===== src/rtl/fetch_queue_stage.sv =====
// fetch_queue_stage
//   Instruction-fetch stage with a DEPTH-entry prefetch queue between the
//   instruction memory and Decode. The PC advances only when a fetched word
//   is accepted into the queue, so memory wait states and a full queue both
//   freeze the fetch address. A taken branch from Execute flushes the queue
//   and redirects the PC.
//
// Ports
//   clk, rst         clock; asynchronous active-high reset
//   isbranchtakenE   taken-branch redirect (flush) from Execute
//   branchtargetE    redirect target (low two bits ignored)
//   stallD           Decode cannot accept the head this cycle
//   imem_addr        fetch address (= PC)
//   imem_rdata       instruction at imem_addr, valid when imem_valid=1
//   imem_valid       low = instruction-memory wait state
//   validD           queue head holds a valid instruction
//   instrD, pcD      head instruction and its PC (0 when validD=0)
//   pcplus4D         pcD + 4 (0 when validD=0)
//   occupancy        number of valid queue entries
module fetch_queue_stage #(
    parameter int              XLEN     = 32,
    parameter int              ILEN     = 32,
    parameter int              DEPTH    = 4,
    parameter logic [XLEN-1:0] RESET_PC = '0,
    localparam int             OW       = $clog2(DEPTH + 1),
    localparam int             PW       = $clog2(DEPTH)
) (
    input  logic            clk,
    input  logic            rst,
    input  logic            isbranchtakenE,
    input  logic [XLEN-1:0] branchtargetE,
    input  logic            stallD,
    output logic [XLEN-1:0] imem_addr,
    input  logic [ILEN-1:0] imem_rdata,
    input  logic            imem_valid,
    output logic            validD,
    output logic [ILEN-1:0] instrD,
    output logic [XLEN-1:0] pcD,
    output logic [XLEN-1:0] pcplus4D,
    output logic [OW-1:0]   occupancy
);

    if (DEPTH < 2 || (DEPTH & (DEPTH - 1)) != 0) begin : g_bad_depth
        $error("fetch_queue_stage: DEPTH must be a power of two >= 2");
    end

    localparam logic [XLEN-1:0] PC_INIT = {RESET_PC[XLEN-1:2], 2'b00};

    logic [XLEN-1:0] pc_q, pc_d;
    logic [PW-1:0]   wptr_q, wptr_d;
    logic [PW-1:0]   rptr_q, rptr_d;
    logic [OW-1:0]   occ_q, occ_d;

    // Queue storage needs no reset: every read is qualified by occupancy.
    logic [XLEN-1:0] pc_mem_q    [DEPTH];
    logic [ILEN-1:0] instr_mem_q [DEPTH];

    logic flush, pop, push, full;

    assign flush = isbranchtakenE;
    assign full  = (occ_q == OW'(DEPTH));
    assign pop   = validD & ~stallD & ~flush;
    // A full queue still accepts a word when the head leaves the same cycle.
    assign push  = imem_valid & ~flush & (~full | pop);

    always_comb begin
        pc_d   = pc_q;
        wptr_d = wptr_q;
        rptr_d = rptr_q;
        occ_d  = occ_q;
        if (flush) begin
            pc_d   = {branchtargetE[XLEN-1:2], 2'b00};
            wptr_d = '0;
            rptr_d = '0;
            occ_d  = '0;
        end else begin
            if (push) begin
                pc_d   = pc_q + XLEN'(4);
                wptr_d = wptr_q + PW'(1);
            end
            if (pop) rptr_d = rptr_q + PW'(1);
            if (push && !pop) occ_d = occ_q + OW'(1);
            else if (pop && !push) occ_d = occ_q - OW'(1);
        end
    end

    always_ff @(posedge clk or posedge rst) begin
        if (rst) begin
            pc_q   <= PC_INIT;
            wptr_q <= '0;
            rptr_q <= '0;
            occ_q  <= '0;
        end else begin
            pc_q   <= pc_d;
            wptr_q <= wptr_d;
            rptr_q <= rptr_d;
            occ_q  <= occ_d;
        end
    end

    always_ff @(posedge clk) begin
        if (push) begin
            pc_mem_q[wptr_q]    <= pc_q;
            instr_mem_q[wptr_q] <= imem_rdata;
        end
    end

    // Head outputs come only from registered storage and are forced to zero
    // when the queue is empty, so an empty queue presents a NOP. Because
    // occupancy resets asynchronously, the outputs clear as soon as rst rises.
    assign validD    = (occ_q != '0);
    assign instrD    = validD ? instr_mem_q[rptr_q] : '0;
    assign pcD       = validD ? pc_mem_q[rptr_q] : '0;
    assign pcplus4D  = validD ? pc_mem_q[rptr_q] + XLEN'(4) : '0;
    assign occupancy = occ_q;
    assign imem_addr = pc_q;

endmodule


===== config.mk =====
export PLATFORM = sky130hd
export DESIGN_NAME = fetch_queue_stage
export DESIGN_NICKNAME = d
export VERILOG_FILES = /design/src/rtl/fetch_queue_stage.sv
export SDC_FILE = /design/constraint.sdc
export NUM_CORES = 1
export LEC_CHECK = 0
export ABC_AREA = 1
export CORE_UTILIZATION = 50
export DETAILED_ROUTE_END_ITERATION = 16
export PLACE_DENSITY = 0.86
export SLEW_MARGIN = 25
export SYNTH_ARGS = -nofsm -noshare
export SYNTH_HDL_FRONTEND = slang
export SYNTH_SLANG_ARGS = --single-unit

===== constraint.sdc =====
create_clock -name clk -period 4 [get_ports clk]
set_clock_uncertainty 0.15 [all_clocks]
set_input_delay 1 -clock clk [delete_from_list [all_inputs] [get_ports clk]]
set_output_delay 1 -clock clk [all_outputs]
set_load 0.1 [all_outputs]

==> results of run 1 <==
==> layout make-up <==
| type | instances | area (µm²) | area share [%] |
|---|---|---|---|
| clock buffers | 34 | 754 | 3.99 |
| multi-input cells | 1067 | 5330 | 28.2 |
| inverters | 96 | 383 | 2.03 |
| well taps | 341 | 427 | 2.26 |
| repair buffers | 242 | 3440 | 18.2 |
| flip-flops and latches | 285 | 8390 | 44.4 |
| clock inverters | 18 | 156 | 0.828 |
| repair inverters | 2 | 17.5 | 0.0927 |
==> through the flow <==
stage / area, µm² / TNS, ns
6_report: 18900 / -0.275
3_3_place_gp: 17400 / 0
4_1_cts: 18500 / -0.0873
2_1_floorplan: 14200 / 0
5_1_grt: 18900 / -2.44
3_5_place_dp: 17400 / 0
==> what timing repair did <==
| item | in CTS | in global routing |
|---|---|---|
| endpoints found under the setup margin | 24 | 27 |
| cloned | 4 | 5 |
| pin swaps | 11 | 17 |
| buffers inserted | 5 | 9 |
| gates resized for setup | 39 | 66 |
==> kinds of logic (layout without fill, tap and decap cells) <==
group	after synthesis	count (layout)	share of synthesized area, %
compound gates	149	149	5.88
xor+xnor	29	29	1.84
fa+ha+maj	7	7	0.688
buf+inv	166	392	5.42
flops	285	285	60.6
other cells	1	6	0.0271
simple gates	876	876	25.5
==> how the worst max path moves through the flow <==
stage | startpoint | end | slack [ns]
after floorplan | rptr_q[0] | pcplus4D[19] | 0.06
after global placement | rptr_q[0] | pcplus4D[18] | 0.38
after detailed placement | rptr_q[0] | pcplus4D[18] | 0.35
after CTS | rptr_q[0] | pcplus4D[31] | -0.04
after global routing | rptr_q[0] | pcplus4D[27] | -0.20
final | rptr_q[0] | pcplus4D[31] | -0.08
==> where the power goes <==
| group | internal [mW] | switching [mW] | leakage [nW] | total [mW] |
|---|---|---|---|---|
| Sequential | 3.53 | 0.245 | 2.70 | 3.78 |
| Combinational | 3.01 | 6.86 | 4.28 | 9.87 |
| Clock | 1.48 | 1.11 | 0.445 | 2.59 |
| Total | 8.02 | 8.22 | 7.42 | 16.2 |
==> state kept, by name (all words and copies together) (netlist names) <==
| register | count |
|---|---|
| rptr_q | 2 |
| pc_mem_q | 120 |
| instr_mem_q | 128 |
| occupancy | 3 |
| imem_addr | 30 |
| wptr_q | 2 |
==> synthesized netlist by cell type, drive strengths merged, types with 2 or more instances <==
cell type    n
dfrtp       37
clkbuf      23
inv         94
nor3        20
o21ai       81
ha           6
xnor2        7
edfxtp     248
clkinv       2
o221ai       4
xor2        22
a21oi       42
nor4         2
nor2       281
nand2      469
nand4       12
buf         47
o211ai      16
nand3       91
o22ai        3
==> layer usage <==
layer	GRT usage [%]	part of all wire, %	vias up
met3	3.34	9.0	107
li1	-	-	5425
met1	35.8	38	5538
met2	47.3	49	655
met5	0	0	-
met4	11.5	3.8	0
==> qor.yml, run 1 <==
worst_setup_path:
  crit_chain: "inv_6, buf_16, nand2_1, nand2_1, nand2_1, nand2_2, nand2_1, nor2_2, nand2_1, nor2_4, nand2_1, nand2_1, nand2_1, nor2_2, buf_12"
  crit_fanout: 12
  r2r-start: "occupancy[0]"
  endpoint_kind: "output port"
  slowest_delay_ns: 0.60
  reg2reg_slack_ns: 1.01
  critPathSlowestCell: "dfrtp_4"
  start_kind: "register"
  cp.depth: 15
  r2r_cells: 9
  crit_family: "simple AND/OR/NAND/NOR gates"
  cp.required_ns: 2.85
  critPathBufInv: 3
  crit_top_cell: "nand2_1"
  worstSetupPathType: "reg -> out"
  r2r_end: "imem_addr[17]"
  cp.arrival_ns: 2.93
detailed_routing:
  drt_pre_antenna_iters: 5
  drt_iter0_markers: 1210
  drt-total-wl_um: 39900
  wl_per_cell_um: 19.1
  drc: 0
  antenna_left: 0
  vias_per_cell: 5.62
  vias: 11700
clocking:
  cts_tree: "built"
  clock_latency_ns: 0.55
  cts_root_buf: "clkbuf_16"
  clkSinkCount: 285
  clkSlewWorstSetupHoldPaths_ns: 0.07
  clk_path_buf_depth: 3
  cts_buffers: 28
  cts_max_level: 1
  postCtsHoldBufs: 0
min_path:
  hold_depth: 0
  worstHoldStart: "imem_addr[13]"
  holdPathEnd: "pc_mem_q[3][13]"
  hold_path_class: "reg -> reg"
global_route:
  gr-total-overflow: 0
  grt_max_degree: 65
  grt_util_all_layers_pct: 27.7
  grt_pass1_vias: 11400
  grt_pass1_wl_um: 60700
  antenna_found_initial: 0
power:
  fin_total_pwr_mw: 16.2
  ir_drop_mv: 0.519
  p_per_area_nw_per_um2: 859
  power.leakage_nw: 7.42
timing:
  final.setup.worst_slack_ns: -0.0844
  rsz0062_at_grt: "true"
  holdWs_ns: 0.497
  slew_headroom_pct: 34.4
  fin_crit_sh_pct: 102
  setup_viol: 9
  max_freq_ghz: 0.245
  finalHoldViolCount: 0
  finalCriticalPeriod_ns: 4.08
  final_max_slew_viol_count: 0
  worstMarginPinSlew_ns: 0.980
synth:
  seq_area_frac_synth_pct: 60.6
  async_flop_share_pct: 13.0
  yosys-top-cells-area: "edfxtp_1, nand2_1, nor2_1, dfrtp_1, nand3_1"
  synth_top_flop_cell: "edfxtp_1"
  ys_warn_count: 0
  synth_cells: 1513
  syn-cell-area_um2: 13800
  synth_top_area_cell: "edfxtp_1"
  synth_top_area_share_pct: 53.9
  yosys_register_bits: 285
  syn_area_per_cell_um2: 9.13
  synth_edf_count: 248
  ys_types: 37
final_layout:
  drive_gt1_share_pct: 23.6
  syn2layout_area_growth_pct: 36.8
  fin_nets: 1798
  stdcell_count: 2085
  final_common_cell: "nand2_1"
  post-route-util_pct: 69.9
  fill_cells: 1861
  final_cell_mix: "nand2_1, edfxtp_1, nor2_1"
  antennaDiodeCount: 0
placed_design:
  dp_slack_ns: 0.350
  gp_congestion: 0.919
  dp_cells: 2011
  dp_hpwl_um: 24600
  port_buffers: 192
floorplanning:
  start_util_pct: 51.1
  dieHeight_um: 168
  die_area_um2: 28300
  core_area_um2: 27000
  die_w_um: 168
  std_cell_rows: 60
  pin_count: 201
status:
  violations: "setup timing"
  outcome: "complete, but fails checks"
job:
  drv_cap: 0
(Power assumes the default switching activity.)
==> run 2: changes to the inputs <==
- CELL_PAD_IN_SITES_DETAIL_PLACEMENT: unset -> 2
- CELL_PAD_IN_SITES_GLOBAL_PLACEMENT: unset -> 2
- CORE_UTILIZATION: 50 -> 30
- PLACE_DENSITY: 0.86 -> 0.84
==> run 2 against run 1 <==
  * The run still ends with setup timing left
  * Hold slack better by 0.014 ns
  * Critical path depth is 2 lower
  * Fmax is 3.8% lower
  * Via count is 5.4% higher
  * Sequential power is 1% higher
  * Setup slack worse by 0.16 ns
  * Clock-buffer cell count stayed put
  * Critical path type unchanged
  * Largest cell class unchanged
==> qor.yml, run 2 (same netlist as run 1, synthesis figures left out) <==
clocking:
  cts_buffers: 29
  cts_max_level: 1
  clkSinkCount: 285
  postCtsHoldBufs: 0
  cts_tree: "built"
  clock_latency_ns: 0.57
  clk_path_buf_depth: 3
  cts_root_buf: "clkbuf_16"
  clkSlewWorstSetupHoldPaths_ns: 0.07
min_path:
  hold_depth: 2
  holdPathEnd: "wptr_q[1]"
  hold_path_class: "reg -> reg"
  worstHoldStart: "wptr_q[1]"
timing:
  final.setup.worst_slack_ns: -0.245
  setup_viol: 21
  max_freq_ghz: 0.236
  finalCriticalPeriod_ns: 4.24
  fin_crit_sh_pct: 106
  slew_headroom_pct: 35.3
  rsz0062_at_grt: "true"
  final_max_slew_viol_count: 0
  finalHoldViolCount: 0
  worstMarginPinSlew_ns: 0.967
final_layout:
  design_area_um2: 19900
  final_cell_mix: "nand2_1, edfxtp_1, nor2_1"
  top_register: "instr_mem_q"
  post-route-util_pct: 43.8
  largest_reg_flops: 128
  drive_gt1_share_pct: 28.5
  syn2layout_area_growth_pct: 43.9
  fin_nets: 1834
  final_common_cell: "nand2_1"
detailed_routing:
  drc: 0
  drt_pre_antenna_iters: 5
  vias_per_cell: 5.18
  highest_layer: "met4"
  drt_iter0_markers: 710
  drt-total-wl_um: 60400
  wl_met1_um: 24300
  vias: 12400
  dr_wl_met2_um: 31600
  wl_per_cell_um: 25.3
  antenna_left: 0
  dr_wl_met3_um: 2560
floorplanning:
  core_area_um2: 45400
  start_util_pct: 30.4
  die_area_um2: 46900
  die_w_um: 217
  pin_count: 201
  dieHeight_um: 217
  std_cell_rows: 78
global_route:
  gr-total-overflow: 0
  antenna_found_initial: 2
  grt_pass1_wl_um: 82000
  grt_pass1_vias: 13400
  grt_max_degree: 63
  grt_util_all_layers_pct: 22.9
worst_setup_path:
  r2r_end: "imem_addr[30]"
  crit_fanout: 13
  cp.required_ns: 2.85
  r2r_cells: 10
  worstSetupPathType: "reg -> out"
  start_kind: "register"
  reg2reg_slack_ns: 0.94
  cp.arrival_ns: 3.09
  r2r-start: "occupancy[0]"
  endpoint_kind: "output port"
placed_design:
  dpl_cell_area_um2: 17800
  gp_congestion: 0.846
  port_buffers: 192
  dp_hpwl_um: 37500
status:
  outcome: "complete, but fails checks"
  violations: "setup timing"
job:
  drv_cap: 0
power:
  p_per_area_nw_per_um2: 868
  pwr-share-comb_pct: 61.3
  power_switching_mw: 8.92
  switching_share_pct: 51.7
  ir_drop_mv: 0.567
  p_seq_share_pct: 22.2
  clockPowerShare_pct: 16.4
  p_int_mw: 8.32
  power.leakage_nw: 7.65
-- run 2: cell types whose count changed in the layout (fill, tap and decap cells not counted), sizes merged --
cell,previous run,this run
bufinv,2,4
clkdlybuf4s50,69,68
clkbuf,39,37
inv,95,94
diode,0,2
clkinv,16,15
buf,168,208
-- run 2: routing by layer --
layer  vias to the layer above  GRT usage (%)
li1                       5499              -
met1                      6393           28.2
met2                       352           42.1
met3                       110           2.19
met4                         0           7.04
met5                         -              0
-- run 2: worst max path at each step --
stage               slack (ns)  startpoint      endpoint  cells past startpoint
CTS                      -0.11   rptr_q[0]  pcplus4D[21]                     12
finish                   -0.24   rptr_q[0]  pcplus4D[21]                     13
detailed placement        0.11   rptr_q[0]  pcplus4D[19]                     13
floorplan                 0.06   rptr_q[0]  pcplus4D[19]                     12
global route             -0.29   rptr_q[0]  pcplus4D[21]                     13
global placement          0.33   rptr_q[1]  pcplus4D[30]                     13
-- run 2: stage by stage --
stage               setup slack, ns  cells  TNS [ns]  hold WS (ns)  total power [mW]
finish                       -0.245   2383     -2.01         0.511              17.2
global route                 -0.294   2381     -4.18         0.529              17.7
CTS                          -0.107   2353     -1.10         0.524              16.6
detailed placement            0.106   2288         0         0.506              13.6
global placement              0.331   2288         0         0.453              13.3
floorplan                    0.0643   1518         0         0.430              9.96
-- run 2: repair_timing --
item / in CTS / in global routing
buffers inserted: 10 / 25
cloned: 1 / 3
gates resized for setup: 74 / 143
pin swaps: 5 / 55
setup endpoints to repair: 57 / 54
-- run 2: power groups by stage --
stage / combinational (mW) / sequential [mW] / clock, mW
6_report: 10.6 / 3.83 / 2.83
5_1_grt: 10.9 / 3.84 / 2.95
4_1_cts: 10.0 / 3.80 / 2.80
3_5_place_dp: 9.79 / 3.85 / 0
3_3_place_gp: 9.52 / 3.81 / 0
2_1_floorplan: 5.76 / 4.20 / 0
-- run 2: worst max-delay path, stage by stage (launching register included) --
cell,delay [ns]
dfrtp_4,0.50
buf_8,0.17
buf_16,0.16
nand2_1,0.12
nand3_1,0.12
nand2_1,0.21
nor2_1,0.24
nand2_1,0.16
nor2_1,0.22
nand3_1,0.13
nand2_1,0.09
nand2_2,0.09
nor2_4,0.11
buf_12,0.18
-- run 2: final cells by class --
cell class,count,area (µm²)
antenna,2,5.00
clock inverter,20,201
clock buffer,34,744
inverter,96,389
timing repair buffer,279,3730
tap,600,751
fill,4708,25500
multi-input combinational,1067,5660
sequential,285,8390
==> run 3: changes to the inputs <==
- ABC_AREA: 1 -> unset
- CORE_MARGIN: unset -> 2
- CORE_UTILIZATION: 30 -> 35
- PLACE_DENSITY: 0.84 -> 0.86
==> run 3 against run 2 <==
  * Register-to-register slack worse by 0.23 ns
  * Clock-buffer cell count up 16
  * The run still ends with setup timing left
  * Fmax down 5.7%
  * Critical path depth down 4
  * Sequential share of layout area up 6.7 points
  * Sequential cell count unchanged
  * Non-clock buffer count down 24
  * Sequential power down 5.5%
==> qor.yml, run 3 <==
status:
  outcome: "complete, but fails checks"
  violations: "setup timing"
timing:
  finalCriticalPeriod_ns: 4.50
  final_max_slew_viol_count: 0
  setup_viol: 23
  fin_crit_sh_pct: 112
  rsz0062_at_grt: "true"
  holdWs_ns: 0.459
  max_freq_ghz: 0.222
  worstMarginPinSlew_ns: 0.735
  final.setup.worst_slack_ns: -0.499
  finalHoldViolCount: 0
  slew_headroom_pct: 50.9
worst_setup_path:
  cp.required_ns: 2.85
  cp.arrival_ns: 3.35
  r2r_cells: 9
  r2r_end: "occupancy[2]"
  endpoint_kind: "output port"
  start_kind: "register"
  worstSetupPathType: "reg -> out"
  crit_fanout: 8
  r2r-start: "occupancy[1]"
  reg2reg_slack_ns: 0.71
min_path:
  holdPathEnd: "wptr_q[1]"
  worstHoldStart: "wptr_q[1]"
  hold_depth: 2
  hold_path_class: "reg -> reg"
detailed_routing:
  vias: 8092
  drc: 0
  drt_iter0_markers: 668
  antenna_left: 0
  drt-total-wl_um: 41300
  wl_per_cell_um: 27.5
  vias_per_cell: 5.39
  drt_pre_antenna_iters: 5
clocking:
  cts_max_level: 1
  clkSinkCount: 285
  clock_latency_ns: 0.56
  clkSlewWorstSetupHoldPaths_ns: 0.06
  cts_root_buf: "clkbuf_16"
  cts_buffers: 31
  cts_tree: "built"
  clk_path_buf_depth: 3
floorplanning:
  start_util_pct: 35.7
  std_cell_rows: 68
  core_area_um2: 34700
  die_area_um2: 37000
  dieHeight_um: 192
  die_w_um: 192
  pin_count: 201
synth:
  synth_cells: 774
  syn_area_per_cell_um2: 16.0
  synth_edf_count: 248
  synth_top_area_cell: "edfxtp_1"
  seq_area_frac_synth_pct: 67.5
  synth_top_area_share_pct: 60.0
  async_flop_share_pct: 13.0
  synth.most_common_cell: "edfxtp_1"
  synth_top_flop_cell: "edfxtp_1"
  yosys_register_bits: 285
  synthTopCellsByCount: "edfxtp_1, and2_1, nand2_1"
  yosys-top-cells-area: "edfxtp_1, mux4_2, dfrtp_1, and2_1, xnor2_1"
  ys_types: 41
  syn-cell-area_um2: 12400
  ys_warn_count: 0
final_layout:
  final_cell_mix: "edfxtp_1, buf_4, buf_12"
  syn2layout_area_growth_pct: 38.1
  fin_nets: 1096
  final_common_cell: "edfxtp_1"
  largest_reg_flops: 128
  fill_cells: 3154
  top_register: "instr_mem_q"
  drive_gt1_share_pct: 36.5
job:
  drv_cap: 0
power:
  power.leakage_nw: 5.91
  power_switching_mw: 7.38
  p_per_area_nw_per_um2: 890
  fin_total_pwr_mw: 15.2
  switching_share_pct: 48.5
  p_seq_share_pct: 23.8
  ir_drop_mv: 0.731
  clockPowerShare_pct: 19.1
  pwr-share-comb_pct: 57.1
  p_int_mw: 7.85
global_route:
  grt_pass1_vias: 9162
  antenna_found_initial: 5
  grt_max_degree: 51
  grt_util_all_layers_pct: 22.3
  grt_pass1_wl_um: 60900
  gr-total-overflow: 0
placed_design:
  gp_congestion: 0.790
  port_buffers: 192
  dp_hpwl_um: 27200
-- run 3: changes by cell type after synthesis, sizes merged, moves of 24 or more --
cell   before  now
and2        0   67
a21oi      42    8
mux4        0   62
nand2     469   52
o21ai      81   33
nand3      91   21
inv        94   13
nor2      281   40
xnor2       7   38
buf        47   23
-- run 3: metal layers --
layer  up-vias  global-route usage, %  share of wire, %
li1       3445                      -                 -
met1      4280                   27.9                40
met2       295                   40.3                53
met3        68                   3.45               4.6
met4         4                   5.73               2.2
met5         -                      0             0.065
-- run 3: repair_timing --
item / 4_1_cts / 5_1_grt
cloned: 1 / 0
endpoints found under the setup margin: 56 / 56
gates resized for setup: 57 / 20
pin swaps: 17 / 5
hold buffers: 0 / 0
setup buffers: 13 / 9
-- run 3: stage by stage --
step                area, µm²  cells  setup TNS, ns  setup slack [ns]  util [%]
floorplan               12500    779         -0.387            -0.311         -
global placement        15500   1419              0            0.0409      44.8
detailed placement      15500   1419       -0.00285          -0.00285      44.8
CTS                     17000   1491          -8.20            -0.481      48.8
global route            17100   1501         -10.07            -0.579      49.3
finish                  17100   1502          -8.17            -0.499      49.3
-- run 3: worst max-delay path by stage --
| stage | startpoint | to | slack, ns | cells after the start |
|---|---|---|---|---|
| finish | rptr_q[0] | pcplus4D[22] | -0.50 | 9 |
| global route | rptr_q[0] | pcplus4D[19] | -0.58 | 8 |
| CTS | rptr_q[0] | pcplus4D[22] | -0.48 | 9 |
| detailed placement | rptr_q[0] | pcplus4D[31] | -0.003 | 6 |
| global placement | rptr_q[0] | pcplus4D[31] | 0.04 | 6 |
| floorplan | rptr_q[0] | pcplus4D[30] | -0.31 | 10 |
-- run 3: power by group through the flow --
stage | combinational (mW) | sequential (mW) | clock (mW)
6_report | 8.70 | 3.62 | 2.91
5_1_grt | 8.98 | 3.64 | 3.07
4_1_cts | 8.64 | 3.62 | 2.97
3_5_place_dp | 8.41 | 3.70 | 0
3_3_place_gp | 8.26 | 3.67 | 0
2_1_floorplan | 5.51 | 3.89 | 0
-- run 3: layout make-up --
class	count	area, µm²	share of cell area [%]
flip-flops and latches	285	8380	48.9
multi-input cells	434	4090	23.9
repair buffers	255	2980	17.4
clock buffers	50	937	5.47
well taps	455	569	3.33
clock inverters	8	108	0.628
inverters	13	48.8	0.285
diodes	2	5.00	0.0292
-- run 3: cells by family after synthesis --
kind of cell	count (synthesis)	synth area share [%]
adder cells (fa/ha/maj)	7	0.767
AO/OA/AOI/OAI	48	2.10
multiplexers	73	12.6
AND/OR/NAND/NOR	256	11.2
other	1	0.0302
XOR/XNOR	44	3.11
buffers and inverters	60	2.73
flip-flops	285	67.5
-- run 3: critical path: stages (launching register included) --
cell,delay [ns]
dfrtp_4,0.51
buf_12,0.16
mux4_2,0.39
nand3_2,0.12
or4_4,0.58
buf_12,0.16
buf_8,0.13
or3_4,0.37
a21oi_4,0.16
buf_12,0.19
